===== config.mk =====
export PLATFORM = sky130hd
export DESIGN_NAME = bram_width_adapter
export DESIGN_NICKNAME = d
export VERILOG_FILES = /design/src/rtl/bram_width_adapter.sv
export SDC_FILE = /design/constraint.sdc
export NUM_CORES = 1
export LEC_CHECK = 0
export BUFFER_PORTS_ARGS = -buffer_cell sky130_fd_sc_hd__buf_2
export CAP_MARGIN = 20
export CELL_PAD_IN_SITES_DETAIL_PLACEMENT = 2
export CELL_PAD_IN_SITES_GLOBAL_PLACEMENT = 2
export CORE_UTILIZATION = 17
export DETAILED_ROUTE_END_ITERATION = 12
export GPL_TIMING_DRIVEN = 0
export PLACE_DENSITY = 0.84
export SLEW_MARGIN = 15
export SYNTH_ARGS = -nofsm -noshare
export SYNTH_HDL_FRONTEND = slang
export SYNTH_SLANG_ARGS = --single-unit

===== constraint.sdc =====
create_clock -name clk_i -period 1.91 [get_ports clk_i]
set_clock_uncertainty 0.2 [all_clocks]
set_input_delay 0.191 -clock clk_i [delete_from_list [all_inputs] [get_ports clk_i]]
set_output_delay 0.191 -clock clk_i [all_outputs]
set_load 0.01 [all_outputs]

===== src/rtl/bram_width_adapter.sv =====
// Narrow valid/ready register-bus port onto a wide single-port BRAM. Writes are
// byte-granular into one lane of a line. Reads extract one lane after the BRAM read latency.
// Latency: write/error (and cache hit) respond 1 cycle after accept; read miss after READ_LATENCY+1.
// Backpressure: one transaction in flight; req_ready_o is low until the response is taken by rsp_ready_i.
//
// Optional feature: define BRAM_WIDTH_ADAPTER_LINE_CACHE_EN for a one-line read cache.
//
// Ports:
//   clk_i, rst_ni            clock, synchronous active-low reset
//   req_*                    narrow request (valid/ready, we, word address, wdata, byte enables)
//   rsp_*                    registered response (valid/ready, rdata, out-of-range error)
//   *_bram_o / dout_bram_i   wide BRAM port (enable, write enable, line address, data, byte enables)
module bram_width_adapter #(
    parameter int unsigned BRAM_DWIDTH  = 128,
    parameter int unsigned NARROW_WIDTH = 32,
    parameter int unsigned DEPTH        = 32,
    parameter int unsigned READ_LATENCY = 1,
    localparam int unsigned RATIO       = BRAM_DWIDTH / NARROW_WIDTH,
    localparam int unsigned LANE_W      = $clog2(RATIO),
    localparam int unsigned ADDR_WIDTH  = $clog2(DEPTH),
    localparam int unsigned NBE         = NARROW_WIDTH / 8,
    localparam int unsigned BBE         = BRAM_DWIDTH / 8
) (
    input  logic                         clk_i,
    input  logic                         rst_ni,
    input  logic                         req_valid_i,
    output logic                         req_ready_o,
    input  logic                         req_we_i,
    input  logic [ADDR_WIDTH+LANE_W-1:0] req_addr_i,
    input  logic [NARROW_WIDTH-1:0]      req_wdata_i,
    input  logic [NBE-1:0]               req_be_i,
    output logic                         rsp_valid_o,
    input  logic                         rsp_ready_i,
    output logic [NARROW_WIDTH-1:0]      rsp_rdata_o,
    output logic                         rsp_err_o,
    output logic                         en_bram_o,
    output logic                         we_bram_o,
    output logic [ADDR_WIDTH-1:0]        addr_bram_o,
    output logic [BRAM_DWIDTH-1:0]       din_bram_o,
    output logic [BBE-1:0]               be_bram_o,
    input  logic [BRAM_DWIDTH-1:0]       dout_bram_i
);

    typedef enum logic [1:0] {
        IDLE    = 2'd0,
        RD_WAIT = 2'd1,
        RESP    = 2'd2
    } state_e;

    // READ_LATENCY is 1..4, so the remaining-cycles counter fits in 2 bits.
    localparam logic [1:0] CNT_INIT = 2'(READ_LATENCY - 1);

    state_e                  state_q, state_d;
    logic [1:0]              cnt_q, cnt_d;
    logic [LANE_W-1:0]       lane_q, lane_d;
    logic [NARROW_WIDTH-1:0] rdata_q, rdata_d;
    logic                    err_q, err_d;

    logic [ADDR_WIDTH-1:0]   req_line;
    logic [LANE_W-1:0]       req_lane;
    logic                    req_oor;

    logic                    bram_en, bram_we;
    logic [ADDR_WIDTH-1:0]   bram_addr;
    logic [BRAM_DWIDTH-1:0]  bram_din;
    logic [BBE-1:0]          bram_be;

    logic                    cache_hit;
    logic [NARROW_WIDTH-1:0] cache_rdata;

    // Lane-indexed views of the wide words avoid multiplying the lane index
    // inside a part-select.
    logic [RATIO-1:0][NARROW_WIDTH-1:0] dout_lanes;
    logic [RATIO-1:0][NBE-1:0]          be_lanes;

    assign dout_lanes = dout_bram_i;
    assign req_line   = req_addr_i[LANE_W +: ADDR_WIDTH];
    assign req_lane   = req_addr_i[LANE_W-1:0];
    // DEPTH need not be a power of two, so the top lines of the address
    // space may not exist.
    assign req_oor    = 32'(req_line) >= DEPTH;

    always_comb begin
        be_lanes           = '0;
        be_lanes[req_lane] = req_be_i;
    end

    always_comb begin
        state_d   = state_q;
        cnt_d     = cnt_q;
        lane_d    = lane_q;
        rdata_d   = rdata_q;
        err_d     = err_q;
        bram_en   = 1'b0;
        bram_we   = 1'b0;
        bram_addr = '0;
        bram_din  = '0;
        bram_be   = '0;

        case (state_q)
            IDLE: begin
                if (req_valid_i) begin
                    lane_d = req_lane;
                    if (req_oor) begin
                        err_d   = 1'b1;
                        rdata_d = '0;
                        state_d = RESP;
                    end else if (req_we_i) begin
                        err_d   = 1'b0;
                        rdata_d = '0;
                        state_d = RESP;
                        // An all-zero byte mask still gets a response but
                        // leaves the BRAM idle.
                        if (|req_be_i) begin
                            bram_en   = 1'b1;
                            bram_we   = 1'b1;
                            bram_addr = req_line;
                            bram_din  = {RATIO{req_wdata_i}};
                            bram_be   = be_lanes;
                        end
                    end else if (cache_hit) begin
                        err_d   = 1'b0;
                        rdata_d = cache_rdata;
                        state_d = RESP;
                    end else begin
                        err_d     = 1'b0;
                        bram_en   = 1'b1;
                        bram_addr = req_line;
                        cnt_d     = CNT_INIT;
                        state_d   = RD_WAIT;
                    end
                end
            end
            RD_WAIT: begin
                // Counter reaching 0 marks the cycle dout_bram_i is valid.
                if (cnt_q == 2'd0) begin
                    rdata_d = dout_lanes[lane_q];
                    state_d = RESP;
                end else begin
                    cnt_d = cnt_q - 2'd1;
                end
            end
            RESP: begin
                if (rsp_ready_i) begin
                    state_d = IDLE;
                end
            end
            default: state_d = IDLE;
        endcase
    end

    always_ff @(posedge clk_i) begin
        if (!rst_ni) begin
            state_q <= IDLE;
            cnt_q   <= '0;
            lane_q  <= '0;
            rdata_q <= '0;
            err_q   <= 1'b0;
        end else begin
            state_q <= state_d;
            cnt_q   <= cnt_d;
            lane_q  <= lane_d;
            rdata_q <= rdata_d;
            err_q   <= err_d;
        end
    end

`ifdef BRAM_WIDTH_ADAPTER_LINE_CACHE_EN
    logic                               cvld_q, cvld_d;
    logic [ADDR_WIDTH-1:0]              ctag_q, ctag_d;
    logic [BRAM_DWIDTH-1:0]             cdata_q, cdata_d;
    logic [ADDR_WIDTH-1:0]              line_q, line_d;
    logic [RATIO-1:0][NARROW_WIDTH-1:0] cache_lanes;

    assign cache_lanes = cdata_q;
    assign cache_hit   = cvld_q && (ctag_q == req_line);
    assign cache_rdata = cache_lanes[req_lane];

    always_comb begin
        cvld_d  = cvld_q;
        ctag_d  = ctag_q;
        cdata_d = cdata_q;
        line_d  = line_q;
        if (state_q == IDLE && req_valid_i && !req_oor) begin
            if (req_we_i && cache_hit) begin
                // Keep the cached copy coherent with the BRAM by merging
                // exactly the bytes being written.
                for (int b = 0; b < int'(BBE); b++) begin
                    if (bram_be[b]) begin
                        cdata_d[8*b +: 8] = bram_din[8*b +: 8];
                    end
                end
            end else if (!req_we_i && !cache_hit) begin
                line_d = req_line;
            end
        end
        if (state_q == RD_WAIT && cnt_q == 2'd0) begin
            cvld_d  = 1'b1;
            ctag_d  = line_q;
            cdata_d = dout_bram_i;
        end
    end

    always_ff @(posedge clk_i) begin
        if (!rst_ni) begin
            cvld_q  <= 1'b0;
            ctag_q  <= '0;
            cdata_q <= '0;
            line_q  <= '0;
        end else begin
            cvld_q  <= cvld_d;
            ctag_q  <= ctag_d;
            cdata_q <= cdata_d;
            line_q  <= line_d;
        end
    end
`else
    assign cache_hit   = 1'b0;
    assign cache_rdata = '0;
`endif

    // Outputs are forced quiet while reset is held, not just after the
    // first reset edge.
    assign req_ready_o = rst_ni && (state_q == IDLE);
    assign rsp_valid_o = rst_ni && (state_q == RESP);
    assign rsp_rdata_o = rst_ni ? rdata_q : '0;
    assign rsp_err_o   = rst_ni && err_q;
    assign en_bram_o   = rst_ni && bram_en;
    assign we_bram_o   = rst_ni && bram_we;
    assign addr_bram_o = rst_ni ? bram_addr : '0;
    assign din_bram_o  = rst_ni ? bram_din : '0;
    assign be_bram_o   = rst_ni ? bram_be : '0;

endmodule


Word level (Yosys, flattened, before mapping)
Cells that the tools add are included.
Word-level totals
  input port bits: 176
  output and inout port bits: 186
  logic and storage cells: 70
  bits in registers: 38
Cells by class
  order comparisons: 3
  add/subtract/negate cells: 1
  mux-type cells: 40
  reduce and logical (&&, ||, !) cells: 13
  bitwise operators: 1
  equality and inequality tests: 8
Operator list (number)
  $mux 128: 5
  $mux 32: 5
  $mux 16: 5
  $bmux 32 s2: 1
  $pmux 32 s2: 1
  $mux 5: 5
  $and 16x16->16: 1
  $mux 2: 7
  $ne 2x2->1 const B: 6
  $demux 4 s2: 1
  $reduce_and 4->1: 2
  $mux 1: 7
  $lt 2x3->1 const B: 2
  $pmux 2 s3: 1
  $logic_and 1x1->1: 5
  $logic_not 2->1: 2
  $mux 4: 1
  $pmux 2 s2: 1
  $reduce_or 4->1: 1
  $reduce_and 3->1: 1
  $eq 2x1->1 const B: 1
  $eq 2x2->1 const B: 1
  $ge 2x1->1 const B: 1
  $reduce_and 2->1: 1
  2 further kinds: 2

Longest topological paths before layout
  depth after elaboration: 10
  mapped depth: 6
  depth with buffers taken out: 5

Worst setup path before layout
OpenSTA, ideal clock, no wires.
  kind: register to output
  start: reg state_q[1]
  end: out din_bram_o[118]
  buffers on the path: 2
  data arrival time: 1.498 ns
  data required time: 1.519 ns
  setup slack: 0.021 ns
  stages on the path, launching flop included: 6
  path through: dfxtp_1 nor3b_4 and4b_4 buf_6 and2_1 buf_4
On the way
  cells in the longest elaborated chain, start to end: 3
Ends and longest elaborated chain
  start, declared: RTL line 53  | state_e state_q, state_d;
  start signal, assigned: RTL line 160  | state_q <= state_d;
  $logic_not 2->1: RTL line 100  | case (state_q)
  $mux 128: RTL line 100
  $mux 128: RTL line 231  | assign din_bram_o = rst_ni ? bram_din : '0;
  end, declared: RTL line 39  | output logic [BRAM_DWIDTH-1:0] din_bram_o,
No other way between the ends.

Final worst setup path
  start: reg state_q[0]
  end: out din_bram_o[74]
The elaborated chain is that of the path after synthesis.

==> flow_summary.toml <==
[status]
status = "finished with violations"
violations = "negative setup slack"

[placement]
gp_congestion = 0.7871
place_area_sq_um = 5614
io_buffer_count = 357
dp_hpwl_mm = 14.97

[timing]
period_share_pct = 114.4
finalSetupViolCount = 146
max_freq_mhz = 457.6
max_slew.worst_pin.slew_ns = 0.5598
final-hold-violation-count = 0
relSlewSlack_pct = 62.68
grt_setup_unrepaired = "true"
final.setup.worst_slack_ns = -0.2753
slew_viol_final = 0
fin_crit_ns = 2.185

[layout]
fin_area_sq_um = 6893
final_util_pct = 34.17
nets = 964
area_growth_pct = 97.53
layout-drive-gt1-share_pct = 73.16

[detailed_routing]
first_pass_iters = 4
route.detailed.wl_per_inst_um = 19.40
drt_iter0_drc = 65
wl_met3_mm = 1.256
viasPerCell = 4.151
routed_wirelength_mm = 20.54
wl_met1_mm = 6.868
vias = 4396
drc_errors = 0
maxUsedRoutingLayer = "met4"
postRouteAntennaNets = 0
wl_met2_mm = 11.77

[synthesis]
ys_warn_count = 0
ys_types = 32
synth-simple-area-share_pct = 17.17
syn_area_per_cell_sq_um = 8.449
muxShareOfSynthArea_pct = 21.23
synth_xor_area_share_pct = 0
synth_compound_area_share_pct = 7.135
syn_inst = 413
ys_ff_latch = 38
seq_area_frac_synth_pct = 21.80
synth_top_family_by_area = "buffers and inverters"
synth_fp_nets = 590
netlist_area_sq_um = 3490
synthAdderAreaFrac_pct = 0.3586

[floorplan]
io_pins = 362
die_h_um = 145.3
die_area_sq_um = 21100
die_width_um = 145.3
placementRows = 52
initial_core_util_pct = 17.30
core_sq_um = 20170

[power]
powerDensity_nw_per_um2 = 387.6
p_total_w = 0.002671
p_clk_share_pct = 30.6
combPwrFrac_pct = 38.3
switching_share_pct = 29.28
irDropWorstVdd_v = 0.0003353
leakage_nw = 3.857
switching_power_w = 0.0007821
internal_power_w = 0.001889
pwr-share-seq_pct = 31.1

[setup_path]
startpoint_type = "flop"
cp_data_arrival_time_ns = 1.79
crit_fanout = 10
required_ns = 1.52
worstSetupPathType = "flop to primary output"
r2r-start = "lane_q[0]"
r2r_slack_ns = 0.13
reg2reg_to = "rdata_q[2]"
path_delay_family = "simple AND/OR/NAND/NOR gates"
slowest_stage = "and4b_4"
crit_path_end_kind = "primary output"
crit_buf_inv = 3
reg2reg_depth = 5
path_common_cell = "buf_4"
crit_chain = "nor3b_4 > and4b_4 > buf_8 > and2_4 > buf_4 > buf_4"
critical_path.max_stage_delay_ns = 0.37

[min_path]
holdCritPathClass = "input port to flop"
hold_path.startpoint = "rsp_ready_i"
min_to = "state_q[1]"
min_path_cells = 3

[clock_tree]
htreeDepth = 2
numClockSinks = 38
clk_latency_ns = 0.28
numCtsBuffers = 5
cts_max_path_buffers = 2
root_buffer = "clkbuf_16"
cts_tree = "built"
clkTransAtPathRegs_ns = 0.05

[grt]
grt_pass1_wl_mm = 28.57
grt.overflow.total = 0
antenna_found_initial = 3
grt_max_degree = 11
grt_pass1_vias = 4860
grt_usage_pct = 17.76

[run]
drv_cap = 0
==> flip-flops by register name, summed over array words and instances, names as in the netlist <==
register / count
state_q: 2
lane_q: 2
rdata_q: 32
cnt_q: 2
==> tightest hold or removal path, delay by kind of cell <==
family	cells	cell delay (ns)
AO/OA/AOI/OAI	1	0.15
buffers and inverters	1	0.07
AND/OR/NAND/NOR	1	0.03
==> metrics by stage <==
stage,cells,worst slack (ns),setup TNS (ns),hold slack (ns)
floorplan,413,0.02070,0,0.1605
global route,1059,-0.3510,-39.07,0.01371
finish,1059,-0.2753,-26.79,0.008635
global placement,1040,-0.2110,-15.17,0.2467
detailed placement,1040,-0.2696,-22.54,0.2663
CTS,1054,-0.3002,-29.59,0.003970
==> area by class of cell <==
type	instances	area (sq um)
inverters	67	251.5
repair buffers	368	2550
fillers	2295	13280
multi-input cells	186	1782
flip-flops and latches	38	765.7
plain buffers	121	1060
diodes	3	7.507
well taps	270	337.8
clock buffers	6	138.9
==> power groups by stage <==
stage,combinational (W),clock [W],sequential [W]
2_1_floorplan,0.000470,0,0.000845
5_1_grt,0.00110,0.000881,0.000835
3_3_place_gp,0.000832,0,0.000847
3_5_place_dp,0.000858,0,0.000848
4_1_cts,0.000950,0.000856,0.000829
6_report,0.00102,0.000817,0.000832
==> cell usage after synthesis <==
cell type | number | share of area, %
buf_4 | 101 | 22
inv_1 | 67 | 7.2
dfxtp_1 | 38 | 22
and2_1 | 37 | 6.6
nand2_1 | 36 | 3.9
mux4_2 | 32 | 21
o22ai_1 | 32 | 5.7
nor2_1 | 12 | 1.3
buf_2 | 9 | 1.3
clkbuf_1 | 7 | 0.75
nand4_1 | 5 | 0.90
nor3_1 | 5 | 0.72
nor3b_1 | 4 | 0.86
buf_6 | 3 | 0.97
nor2b_1 | 3 | 0.54
mux2i_1 | 2 | 0.57
nand2b_1 | 2 | 0.36
nand3b_1 | 2 | 0.43
o21a_1 | 2 | 0.43
o21ai_0 | 2 | 0.29
a21oi_1 | 1 | 0.14
a21oi_2 | 1 | 0.25
and4b_4 | 1 | 0.39
buf_1 | 1 | 0.11
clkbuf_2 | 1 | 0.14
conb_1 | 1 | 0.11
ha_1 | 1 | 0.36
nand3_1 | 1 | 0.14
nand4bb_1 | 1 | 0.32
nor3b_4 | 1 | 0.54
nor4_1 | 1 | 0.18
o211a_1 | 1 | 0.29
==> how the worst max path moves through the flow <==
stage,from,to,cells past startpoint
after global routing,state_q[0],din_bram_o[74],6
after CTS,state_q[0],din_bram_o[108],6
after global placement,state_q[1],din_bram_o[62],6
final,state_q[0],din_bram_o[74],6
after detailed placement,state_q[1],din_bram_o[82],6
after floorplan,state_q[1],din_bram_o[118],5
==> cells by family (layout without fill, tap and decap cells) <==
family / after synthesis / in the layout
AOI/OAI and AO/OA: 39 / 39
adders and majority gates: 1 / 1
buffers and inverters: 189 / 562
DFF: 38 / 38
muxes: 34 / 34
other: 1 / 4
and+or+nand+nor: 111 / 111
==> timing repair <==
item                       CTS  global route
gates cloned                 1             1
gates resized for setup    186           117
setup endpoints to repair  161           176
setup buffers                7             2
hold buffers                 0             0
pin swaps                   11             9
==> per-layer routing <==
layer,track usage (%),vias to the layer above
li1,-,2013
met1,16.73,2112
met4,5.947,0
met5,0,-
met3,3.333,32
met2,37.26,239
==> cells in the final DEF (no fill, tap or decap), types with 2 or more instances in the layout <==
master	instances
buf_8	2
clkbuf_16	5
o22ai_1	32
buf_6	154
inv_1	67
nor2_2	3
mux4_2	32
nor3b_1	4
nor3_2	4
nor2b_1	3
clkbuf_2	3
nand4_1	5
nor2_4	8
and2_2	2
mux2i_1	2
buf_2	251
o21ai_0	2
and2_1	5
dfxtp_1	36
o21a_1	2
and2_4	30
diode_2	3
nand2b_1	2
nand3b_1	2
buf_4	73
clkbuf_1	5
nand2_1	36
(Power assumes the default switching activity.)
